## src/rtl/pipe_pkg.sv

```systemverilog
// Shared encodings for the MIPS pipeline: ALU control codes, ALUOp classes and R-type funct values.
package pipe_pkg;

    localparam logic [3:0] ALU_AND = 4'b0000;
    localparam logic [3:0] ALU_OR  = 4'b0001;
    localparam logic [3:0] ALU_ADD = 4'b0010;
    localparam logic [3:0] ALU_SUB = 4'b0110;
    localparam logic [3:0] ALU_SLT = 4'b0111;

    localparam logic [1:0] ALUOP_ADD   = 2'b00;
    localparam logic [1:0] ALUOP_SUB   = 2'b01;
    localparam logic [1:0] ALUOP_RTYPE = 2'b10;
    localparam logic [1:0] ALUOP_OR    = 2'b11;

    localparam logic [5:0] FUNCT_ADD = 6'b100000;
    localparam logic [5:0] FUNCT_SUB = 6'b100010;
    localparam logic [5:0] FUNCT_AND = 6'b100100;
    localparam logic [5:0] FUNCT_OR  = 6'b100101;
    localparam logic [5:0] FUNCT_SLT = 6'b101010;

endpackage

```

## src/rtl/alu_ctrl_decode.sv

```systemverilog
// Combinational ALUOp/funct to 4-bit ALU control decode, shared with the single-cycle CPU.
module alu_ctrl_decode
    import pipe_pkg::*;
(
    input  logic [1:0] alu_op,
    input  logic [5:0] funct,
    output logic [3:0] alu_ctrl
);

    // Unknown R-type funct values fall back to add.
    always_comb begin
        alu_ctrl = ALU_ADD;
        case (alu_op)
            ALUOP_ADD: alu_ctrl = ALU_ADD;
            ALUOP_SUB: alu_ctrl = ALU_SUB;
            ALUOP_OR:  alu_ctrl = ALU_OR;
            ALUOP_RTYPE: begin
                case (funct)
                    FUNCT_ADD: alu_ctrl = ALU_ADD;
                    FUNCT_SUB: alu_ctrl = ALU_SUB;
                    FUNCT_AND: alu_ctrl = ALU_AND;
                    FUNCT_OR:  alu_ctrl = ALU_OR;
                    FUNCT_SLT: alu_ctrl = ALU_SLT;
                    default:   alu_ctrl = ALU_ADD;
                endcase
            end
            default: alu_ctrl = ALU_ADD;
        endcase
    end

endmodule

```

## src/rtl/id_ex_stage.sv

```systemverilog
// ID/EX pipeline register: captures decoded operands and control, decodes the ALU control
// and forwards EX/MEM and MEM/WB results onto the ALU operands.
module id_ex_stage
    import pipe_pkg::*;
#(
    parameter int DATA_W = 32,
    parameter int REG_AW = 5
) (
    input  logic              clk,
    input  logic              reset,
    input  logic              stall,
    input  logic              flush,
    input  logic              id_valid,
    input  logic [DATA_W-1:0] id_rs_data,
    input  logic [DATA_W-1:0] id_rt_data,
    input  logic [DATA_W-1:0] id_imm,
    input  logic [REG_AW-1:0] id_rs,
    input  logic [REG_AW-1:0] id_rt,
    input  logic [REG_AW-1:0] id_rd,
    input  logic [1:0]        id_alu_op,
    input  logic [5:0]        id_funct,
    input  logic              id_alu_src,
    input  logic              id_reg_dst,
    input  logic              id_reg_write,
    input  logic              id_mem_read,
    input  logic              id_mem_write,
    input  logic              id_mem_to_reg,
    input  logic              mem_reg_write,
    input  logic [REG_AW-1:0] mem_rd,
    input  logic [DATA_W-1:0] mem_result,
    input  logic              wb_reg_write,
    input  logic [REG_AW-1:0] wb_rd,
    input  logic [DATA_W-1:0] wb_result,
    output logic              ex_valid,
    output logic [3:0]        ex_alu_ctrl,
    output logic [DATA_W-1:0] ex_alu_in1,
    output logic [DATA_W-1:0] ex_alu_in2,
    output logic [DATA_W-1:0] ex_store_data,
    output logic [REG_AW-1:0] ex_dest,
    output logic [REG_AW-1:0] ex_rs,
    output logic [REG_AW-1:0] ex_rt,
    output logic              ex_reg_write,
    output logic              ex_mem_read,
    output logic              ex_mem_write,
    output logic              ex_mem_to_reg
);

    logic [3:0]        alu_ctrl_s;
    logic [DATA_W-1:0] fwd_rs_s;
    logic [DATA_W-1:0] fwd_rt_s;

    logic              valid_r;
    logic [3:0]        alu_ctrl_r;
    logic [DATA_W-1:0] rs_data_r;
    logic [DATA_W-1:0] rt_data_r;
    logic [DATA_W-1:0] imm_r;
    logic [REG_AW-1:0] rs_r;
    logic [REG_AW-1:0] rt_r;
    logic [REG_AW-1:0] dest_r;
    logic              alu_src_r;
    logic              reg_write_r;
    logic              mem_read_r;
    logic              mem_write_r;
    logic              mem_to_reg_r;

    alu_ctrl_decode u_alu_ctrl_decode (
        .alu_op   (id_alu_op),
        .funct    (id_funct),
        .alu_ctrl (alu_ctrl_s)
    );

    // Pipeline register update: reset and flush both load a bubble, stall holds.
    always_ff @(posedge clk) begin
        if (reset || flush) begin
            valid_r      <= 1'b0;
            alu_ctrl_r   <= 4'b0000;
            rs_data_r    <= {DATA_W{1'b0}};
            rt_data_r    <= {DATA_W{1'b0}};
            imm_r        <= {DATA_W{1'b0}};
            rs_r         <= {REG_AW{1'b0}};
            rt_r         <= {REG_AW{1'b0}};
            dest_r       <= {REG_AW{1'b0}};
            alu_src_r    <= 1'b0;
            reg_write_r  <= 1'b0;
            mem_read_r   <= 1'b0;
            mem_write_r  <= 1'b0;
            mem_to_reg_r <= 1'b0;
        end else if (!stall) begin
            valid_r      <= id_valid;
            alu_ctrl_r   <= alu_ctrl_s;
            rs_data_r    <= id_rs_data;
            rt_data_r    <= id_rt_data;
            imm_r        <= id_imm;
            rs_r         <= id_rs;
            rt_r         <= id_rt;
            dest_r       <= id_reg_dst ? id_rd : id_rt;
            alu_src_r    <= id_alu_src;
            reg_write_r  <= id_reg_write;
            mem_read_r   <= id_mem_read;
            mem_write_r  <= id_mem_write;
            mem_to_reg_r <= id_mem_to_reg;
        end
    end

    // Operand forwarding: the younger EX/MEM result wins over MEM/WB; $zero is never forwarded.
    always_comb begin
        fwd_rs_s = rs_data_r;
        fwd_rt_s = rt_data_r;
        if (mem_reg_write && (mem_rd != {REG_AW{1'b0}}) && (mem_rd == rs_r)) begin
            fwd_rs_s = mem_result;
        end else if (wb_reg_write && (wb_rd != {REG_AW{1'b0}}) && (wb_rd == rs_r)) begin
            fwd_rs_s = wb_result;
        end else begin
            fwd_rs_s = rs_data_r;
        end
        if (mem_reg_write && (mem_rd != {REG_AW{1'b0}}) && (mem_rd == rt_r)) begin
            fwd_rt_s = mem_result;
        end else if (wb_reg_write && (wb_rd != {REG_AW{1'b0}}) && (wb_rd == rt_r)) begin
            fwd_rt_s = wb_result;
        end else begin
            fwd_rt_s = rt_data_r;
        end
    end

    assign ex_valid      = valid_r;
    assign ex_alu_ctrl   = alu_ctrl_r;
    assign ex_alu_in1    = fwd_rs_s;
    assign ex_alu_in2    = alu_src_r ? imm_r : fwd_rt_s;
    assign ex_store_data = fwd_rt_s;
    assign ex_dest       = dest_r;
    assign ex_rs         = rs_r;
    assign ex_rt         = rt_r;
    assign ex_reg_write  = reg_write_r;
    assign ex_mem_read   = mem_read_r;
    assign ex_mem_write  = mem_write_r;
    assign ex_mem_to_reg = mem_to_reg_r;

endmodule
```

## config.mk

```make
export PLATFORM = sky130hd
export DESIGN_NAME = id_ex_stage
export DESIGN_NICKNAME = d
export VERILOG_FILES = /design/src/rtl/pipe_pkg.sv /design/src/rtl/alu_ctrl_decode.sv /design/src/rtl/id_ex_stage.sv
export SDC_FILE = /design/constraint.sdc
export NUM_CORES = 1
export LEC_CHECK = 0
export BUFFER_PORTS_ARGS = -buffer_cell sky130_fd_sc_hd__buf_2
export CORE_AREA = 2 2 128 130
export DETAILED_ROUTE_END_ITERATION = 16
export DIE_AREA = 0 0 130 132
export GPL_TIMING_DRIVEN = 1
export MAX_ROUTING_LAYER = met4
export PLACE_DENSITY_LB_ADDON = 0.1
export SYNTH_ARGS = -nofsm -noshare
export SYNTH_HDL_FRONTEND = slang
export SYNTH_SLANG_ARGS = --single-unit
export TNS_END_PERCENT = 50
```

## constraint.sdc

```tcl
create_clock -name clk -period 5.5 [get_ports clk]
set_input_delay 1.1 -clock clk [delete_from_list [all_inputs] [get_ports clk]]
set_output_delay 1.1 -clock clk [all_outputs]
set_load 0.005 [all_outputs]
```

==> results.md, run 1 <==
* Syn_area_per_cell at 8.52 sq um
* Combinational share of power at 15.3%
* CP peak stage delay at 590 ps
* Cell count after synthesis at 769
* CP Class: in2out
* Routed WL at 21900 um
* Hold depth at 2
* Initial antenna violation count at 3
* Power Internal at 0.00172 W
* Unrepaired setup endpoints after global routing: false
* Pre-antenna DRT Iters at 4
* Crit end category: output pin
* Final HPWL DP at 15800 um
* Final slew viol count at 0
* Fmax at 237 MHz
* Worst EP required at 4400 ps
* Post-CTS setup buffers at 0
* Reg2Reg Depth at 2
* Via/cell ratio at 5.05
* Outcome: complete, no violations
* Top Ports at 326
* Pwr dens at 259 nW/um^2
* Root buf cell: clkbuf_16
* Buf/Inv on CP at 3
* Core area at 15700 sq um
* Vias in the first global route at 6288
* Synthesis-stage register bit count at 120
* Syn Nets at 975
* Iteration-0 DRC Markers at 267
* Fraction of registers with async set/reset at 0%
* CP top delay family: simple AND/OR/NAND/NOR gates
* Hold Crit Class: reg2reg
* Gr ovfl total at 0
* Drt drc at 0
* Final setup vio count at 0
* Ys Warns at 0
* Worst path cell trace: buf_2 > or4_1 > o211ai_4 > or2_1 > buf_4 > a31oi_1 > mux2_2 > buf_2
* Post-Route Hold Slack at 471 ps
* Worst skew pair latency at 400 ps
* Area delta synth->final at 34.8%
* Die area at 17200 sq um
* Drt wl/cell at 17.0 um
* Hold endpoint: ex_alu_ctrl[0]$_SDFFE_PP0N_
* Starting Density at 41.7%
* Slowest CP cell: or4_1
* Worst R2R Start: alu_src_r$_SDFFE_PP0N_
* Fraction of final layout cells with drive strength greater than 1 at 37.6%
* Seq/Total Area, Yosys at 36.7%
* Die width at 130 um
* Port Buffers at 324
* Vias post-DR at 6509
* Worst EP arrival at 3110 ps
* CTS tree: done
* Relative slew slack at 27.1%
* Leading registers by flop count: imm_r x32, rs_data_r x32, rt_data_r x32
* Worst-margin pin slew at 1090 ps
* Resized Gates After CTS at 0
* Sequential share of power at 40.1%
* Final ANT Viol Nets at 0
* Most frequent CP cell: buf_2
* Max Cap Viol at 0
* Clock share of power at 44.6%
* CTS clk-pin slew, worst paths at 50 ps
* Netlist cell types at 35
* Num rows at 46
* Nets at 1266
* Setup TNS at 0 ps
* Largest net degree at the start of global routing at 94
* Crit path time final at 4210 ps
* Die Y-Extent at 132 um
* CP startpoint kind: input port
* CTS Hold Buffers Added at 0
* CTS Buf Count at 17
* Peak VDD IR at 198 uV
* Tot GR Track Use at 25.7%
* Clock buffer depth at 2
* First-pass GRT wire length at 33400 um
* R2R Setup Slk at 4200 ps
* Clk sinks at 120
* Gpl congestion at 0.870
* Final Hold Viols at 0
* H-Tree Depth at 4
* Post-Syn Area at 6550 sq um
* Final Skew at 0 ps
* EDFF count, synth at 0
* Crit share post-route at 76.6%
* Worst hold start: ex_alu_ctrl[0]$_SDFFE_PP0N_
* Crit-path max FO at 32
* Switching Fraction at 24.8%
* Pleak at 4.37 nW
* NetSw at 0.000567 W
* Synth Flop Type: dfxtp_1
* R2r endpoint: alu_src_r$_SDFFE_PP0N_
-- how the worst max path moves through the flow --
stage,startpoint,depth (start not counted),to
after floorplan,mem_rd[1],7,ex_alu_in2[0]
after global placement,mem_rd[1],8,ex_alu_in2[13]
after detailed placement,mem_rd[1],8,ex_alu_in2[13]
after CTS,mem_rd[1],8,ex_alu_in2[13]
after global routing,mem_rd[1],8,ex_alu_in1[30]
final,mem_rd[1],8,ex_alu_in2[10]
-- cell families after synthesis --
logic type      share of synthesized area, %
compound gates                          9.45
xor+xnor                                2.67
simple gates                            16.4
mux                                     28.4
flops                                   36.7
other cells                           0.0572
buf+inv                                 6.30
-- worst min-delay path: stages (launching register included) --
cell and delay (ps):
dfxtp_1 310, nand2_1 60, a21oi_1 50
-- power by group through the flow --
stage                     Sequential [W]  Combinational (W)  Clock [W]
final                           0.000920           0.000351    0.00102
after global routing            0.000923           0.000385    0.00109
after CTS                       0.000919           0.000352    0.00105
after detailed placement        0.000938           0.000350          0
after global placement          0.000937           0.000349          0
after floorplan                 0.000930           0.000189          0
-- cells in the final DEF, fill, tap and decap left out, types with 2 or more instances in the layout --
| cell type | count |
|---|---|
| nor2_1 | 158 |
| xor2_1 | 4 |
| o211ai_4 | 2 |
| clkbuf_16 | 17 |
| inv_1 | 32 |
| buf_4 | 13 |
| clkinv_2 | 2 |
| xnor2_1 | 16 |
| mux2_2 | 32 |
| a31oi_1 | 32 |
| or3_1 | 32 |
| clkbuf_8 | 7 |
| diode_2 | 3 |
| a21oi_1 | 41 |
| nand4_1 | 3 |
| buf_2 | 323 |
| clkbuf_1 | 4 |
| dfxtp_1 | 119 |
| mux2i_1 | 150 |
| nor3_1 | 32 |
| o21ai_0 | 34 |
-- final cells by class --
cell class	instances	area (sq um)
Clock buffer	28	537
Multi-Input combinational cell	552	3760
Sequential cell	120	2400
Tap cell	216	270
Timing Repair Buffer	337	1730
Fill cell	1557	6880
Clock inverter	2	10.0
Antenna cell	3	7.51
Inverter	32	120
-- stage by stage --
stage               instances  utilization [%]  power [W]  setup WS [ps]  cell area (sq um)
floorplan                 769                -    0.00112           1790               6550
global placement         1257             52.7    0.00129           1270               8280
detailed placement       1257             52.7    0.00129           1280               8280
CTS                      1287             56.2    0.00232           1270               8820
global route             1290             56.2    0.00239           1120               8830
finish                   1290             56.2    0.00229           1290               8830
-- Yosys cell counts, drive strengths merged (2+ instances only) --
cell type / instances / area share, %
nand4: 3 / 0.29
buf: 26 / 2.2
inv: 32 / 1.8
a31oi: 32 / 3.1
nor3: 32 / 2.4
a21oi: 41 / 3.1
dfxtp: 120 / 37
or2: 2 / 0.19
clkbuf: 39 / 2.3
o21ai: 34 / 2.6
nor2: 158 / 9.1
mux2: 32 / 5.5
or3: 32 / 3.1
mux2i: 150 / 23
o211ai: 2 / 0.52
or4: 3 / 0.40
xnor2: 16 / 2.1
xor2: 4 / 0.53
-- per-layer routing --
layer / up-vias / GRT usage (%) / share of wire, %
met2: 269 / 41.2 / 47
met1: 2953 / 31.4 / 43
met5: - / - / 0
met4: 0 / 9.02 / 2.3
li1: 3252 / - / -
met3: 35 / 6.21 / 7.7
Power figures use the tool's default switching activity.
==> run 2: changes to the inputs <==
clock period = 3.9 ns   (was 5.5 ns; I/O delays follow)
==> run 2 against run 1 <==
  * Combinational power rose by 43%
  * Largest power group unchanged
  * Global-route usage rose by 0.54 points
  * Power rose by 49%
  * Flip-flop and latch count did not move
  * Wire length rose by 1.6%
==> results.md, run 2 (synthesized netlist as in run 1, its figures left out) <==
* Crit end category: output pin
* CP peak stage delay at 630 ps
* Final ANT Viol Nets at 0
* Worst EP required at 3120 ps
* Final HPWL DP at 15700 um
* Worst path cell trace: buf_2 > xnor2_1 > nand4_1 > nor4_4 > buf_4 > mux2i_1 > a21oi_1 > buf_2
* Most common cell after layout, fill and taps aside: buf_2
* R2R Setup Slk at 2600 ps
* Port Buffers at 324
* Fillers at 1552
* First-pass GRT wire length at 34200 um
* Core area at 15700 sq um
* Worst EP arrival at 2750 ps
* Total chip power at 0.00342 W
* Crit path time final at 3530 ps
* Worst skew pair latency at 400 ps
* Resized Gates After CTS at 0
* Final Skew at 0 ps
* Gpl congestion at 0.872
* Final slew viol count at 0
* Die area at 17200 sq um
* Vias post-DR at 6528
* Leading registers by flop count: imm_r x32, rs_data_r x32, rt_data_r x32
* Most frequent CP cell: buf_2
* Pwr dens at 382 nW/um^2
* Fraction of final layout cells with drive strength greater than 1 at 37.9%
* Final setup vio count at 0
* CTS clk-pin slew, worst paths at 60 ps
* Outcome: complete, no violations
* Unrepaired setup endpoints after global routing: false
* Die Y-Extent at 132 um
* Tot GR Track Use at 26.3%
* Peak VDD IR at 277 uV
* Largest net degree at the start of global routing at 121
* Slowest CP cell: nor4_4
* Origin of the worst setup path: wb_rd[3]
* Post-DP Area at 8350 sq um
* CP Class: in2out
* Drt drc at 0
* Worst-margin pin slew at 952 ps
* Routed WL at 22300 um
* Pleak at 4.43 nW
* Relative slew slack at 36.5%
* Post-Route Hold Slack at 475 ps
* Worst R2R Start: alu_src_r$_SDFFE_PP0N_
* Via/cell ratio at 5.04
* Crit share post-route at 90.6%
* Final Hold Viols at 0
* Clock buffer depth at 2
* Area delta synth->final at 36.9%
* H-Tree Depth at 4
* Vias in the first global route at 6456
* CTS Buf Count at 17
* R2r endpoint: alu_src_r$_SDFFE_PP0N_
* Root buf cell: clkbuf_16
* Max Cap Viol at 0
* Reg2Reg Depth at 2
* Register area at 2400 sq um
* Post-route insts no fill at 1295
* Nets at 1267
* Most frequent cells in the layout: buf_2, nor2_1, mux2i_1, dfxtp_1, a21oi_1
* Post-CTS setup buffers at 0
* Gr ovfl total at 0
* Die width at 130 um
* Dpl cells at 1258
* Hold Crit Class: reg2reg
* Fmax at 283 MHz
* Hold depth at 2
* Hold endpoint: ex_alu_ctrl[0]$_SDFFE_PP0N_
* Clk sinks at 120
* Pre-antenna DRT Iters at 5
* Setup TNS at 0 ps
* CTS Hold Buffers Added at 0
* Crit-path max FO at 12
* Worst hold start: ex_alu_ctrl[0]$_SDFFE_PP0N_
* Top Ports at 326
* CP startpoint kind: input port
* Num rows at 46
* Iteration-0 DRC Markers at 361
* Starting Density at 41.7%
* Post-route cell area at 8970 sq um
* Multi-input logic area at 3760 sq um
* Initial antenna violation count at 3
* CTS tree: done
* Drt wl/cell at 17.2 um
## run 2: critical path: cells and delay by family
family                 cells  cell delay [ps]
buffers and inverters      3              670
XOR/XNOR                   1              140
AND/OR/NAND/NOR            2              800
multiplexers               1              120
AO/OA/AOI/OAI              1              230
## run 2: layout make-up
class / count / area share (%)
antenna: 5 / 0.140
clock buffer: 24 / 5.48
clock inverter: 8 / 1.31
inverter: 32 / 1.34
multi-input combinational: 552 / 41.9
sequential: 120 / 26.8
tap: 216 / 3.01
timing repair buffer: 338 / 20.0
## run 2: how the worst max path moves through the flow
stage | end | slack [ps] | cells past startpoint
final | ex_alu_in1[0] | 370 | 8
after global routing | ex_alu_in1[0] | 200 | 8
after CTS | ex_alu_in1[13] | 350 | 8
after detailed placement | ex_alu_in1[13] | 360 | 8
after global placement | ex_alu_in1[0] | 380 | 8
after floorplan | ex_alu_in2[0] | 830 | 7
## run 2: per-layer routing
layer	track usage, %	share of wire, %
met1	32.2	43
met2	42.4	47
met3	6.05	7.5
met4	8.84	1.9
met5	-	0
## run 2: where the power goes
part           switching, W  total, W  internal (W)
Clock              0.000558   0.00163       0.00107
Sequential        0.0000286   0.00130       0.00127
Combinational      0.000255  0.000501      0.000246
## run 2: stage by stage
| stage | setup WS [ps] | util (%) |
|---|---|---|
| 2_1_floorplan | 829 | - |
| 3_3_place_gp | 378 | 53.1 |
| 3_5_place_dp | 355 | 53.1 |
| 4_1_cts | 347 | 57.0 |
| 5_1_grt | 198 | 57.0 |
| 6_report | 368 | 57.1 |
==> run 3: changes to the inputs <==
CTS_BUF_LIST = sky130_fd_sc_hd__clkbuf_16   (was not set)
==> run 3 against run 2 <==
  * First-iteration DRC count decreased by 4.7%
  * Register-to-register slack about the same
  * Combinational power barely moved
  * Flip-flop and latch count unchanged
  * Largest power group unchanged
  * Die area unchanged
  * Cell area shrank 0.45%
  * Worst hold slack about the same
==> results.md, run 3 (synthesized netlist as in run 1, its figures left out) <==
* Port Buffers at 324
* Most frequent CP cell: buf_2
* Num rows at 46
* Sequential share of power at 38.9%
* Outcome: complete, no violations
* Pleak at 4.42 nW
* Relative slew slack at 35.8%
* Worst EP required at 3120 ps
* Drt drc at 0
* CTS Buf Count at 17
* Clock share of power at 46.1%
* Power Internal at 0.00250 W
* Clk sinks at 120
* Post-DP Area at 8350 sq um
* Routed WL at 22200 um
* Pre-antenna DRT Iters at 4
* H-Tree Depth at 4
* Area delta synth->final at 36.3%
* Via/cell ratio at 5.04
* Initial antenna violation count at 3
* Final setup vio count at 0
* CP Class: in2out
* Final Hold Viols at 0
* Iteration-0 DRC Markers at 344
* Switching Fraction at 25.1%
* Crit share post-route at 90.4%
* CTS tree: done
* Worst EP arrival at 2750 ps
* Setup TNS at 0 ps
* Die width at 130 um
* Post-Route Hold Slack at 474 ps
* CTS Hold Buffers Added at 0
* Peak VDD IR at 276 uV
* Die Y-Extent at 132 um
* Drt wl/cell at 17.1 um
* Max Cap Viol at 0
* Total chip power at 0.00333 W
* Fraction of final layout cells with drive strength greater than 1 at 37.5%
* Final Skew at 0 ps
* Starting Density at 41.7%
* Top Ports at 326
* Most frequent cells in the layout: buf_2, nor2_1, mux2i_1, dfxtp_1, a21oi_1
* Hold Crit Class: reg2reg
* Worst-margin pin slew at 963 ps
* CP startpoint kind: input port
* CP peak stage delay at 630 ps
* Most common cell after layout, fill and taps aside: buf_2
* Vias post-DR at 6532
* Crit-path max FO at 12
* Clock buffer depth at 2
* Final HPWL DP at 15700 um
* Gpl congestion at 0.872
* Die area at 17200 sq um
* Post-route cell area at 8930 sq um
* Largest net degree at the start of global routing at 121
* Gr ovfl total at 0
* Final ANT Viol Nets at 0
* Combinational share of power at 15.0%
* Vias in the first global route at 6457
* Worst path cell trace: buf_2 > xnor2_1 > nand4_1 > nor4_4 > buf_4 > mux2i_1 > a21oi_1 > buf_2
* Leading registers by flop count: imm_r x32, rs_data_r x32, rt_data_r x32
* Worst skew pair latency at 400 ps
* Post-CTS setup buffers at 0
* Final slew viol count at 0
* Unrepaired setup endpoints after global routing: false
* Slowest CP cell: nor4_4
* CTS clk-pin slew, worst paths at 50 ps
* Tot GR Track Use at 26.2%
* First-pass GRT wire length at 34200 um
* Crit path time final at 3530 ps
* Fmax at 283 MHz
* Crit end category: output pin
* Core area at 15700 sq um
* Resized Gates After CTS at 0
* Root buf cell: clkbuf_16
* Pwr dens at 373 nW/um^2
* Nets at 1267
* NetSw at 0.000835 W
[run 3: cell count changes in the layout (fill, tap and decap cells not counted), sizes merged]
| cell | change |
|---|---|
| inv | +3 |
| clkinv | +4 |
| clkbuf | -7 |
[run 3: per-stage QoR]
step / setup slack (ps) / instances / utilization, %
detailed placement: 355 / 1258 / 53.1
global placement: 378 / 1258 / 53.1
floorplan: 829 / 769 / -
global route: 198 / 1293 / 56.8
CTS: 347 / 1290 / 56.7
finish: 373 / 1295 / 56.8
[run 3: worst paths after layout]
| check | from | endpoint | slack (ps) | depth (start not counted) |
|---|---|---|---|---|
| worst max register to register | alu_src_r$_SDFFE_PP0N_ | alu_src_r$_SDFFE_PP0N_ | 2590 | 2 |
| worst max-delay path | wb_rd[3] | ex_alu_in1[0] | 370 | 8 |
| worst min register to register | ex_alu_ctrl[0]$_SDFFE_PP0N_ | ex_alu_ctrl[0]$_SDFFE_PP0N_ | 470 | 2 |
| worst min-delay path | ex_alu_ctrl[0]$_SDFFE_PP0N_ | ex_alu_ctrl[0]$_SDFFE_PP0N_ | 470 | 2 |
[run 3: layout make-up]
type,instances,area [sq um]
tap,216,270
inverter,32,120
multi-input combinational,552,3760
antenna,5,12.5
clock buffer,17,425
fill,1554,6780
sequential,120,2400
timing repair buffer,338,1800
clock inverter,15,144
[run 3: critical path, delay by kind of cell]
family,cells,cell delay (ps)
compound gates,1,230
xor+xnor,1,140
buf+inv,3,670
mux,1,110
simple gates,2,800
[run 3: per-layer routing]
metal  global-route usage (%)  wire length, um
met5                        -                0
met2                     42.2            10500
met3                     6.25             1690
met1                     32.0             9490
met4                     8.90              454
[run 3: power groups by stage]
stage	registers, W	clock network (W)	logic [W]
finish	0.00130	0.00153	0.000500
global route	0.00130	0.00162	0.000551
CTS	0.00130	0.00156	0.000503
detailed placement	0.00132	0	0.000500
global placement	0.00132	0	0.000496
floorplan	0.00131	0	0.000267
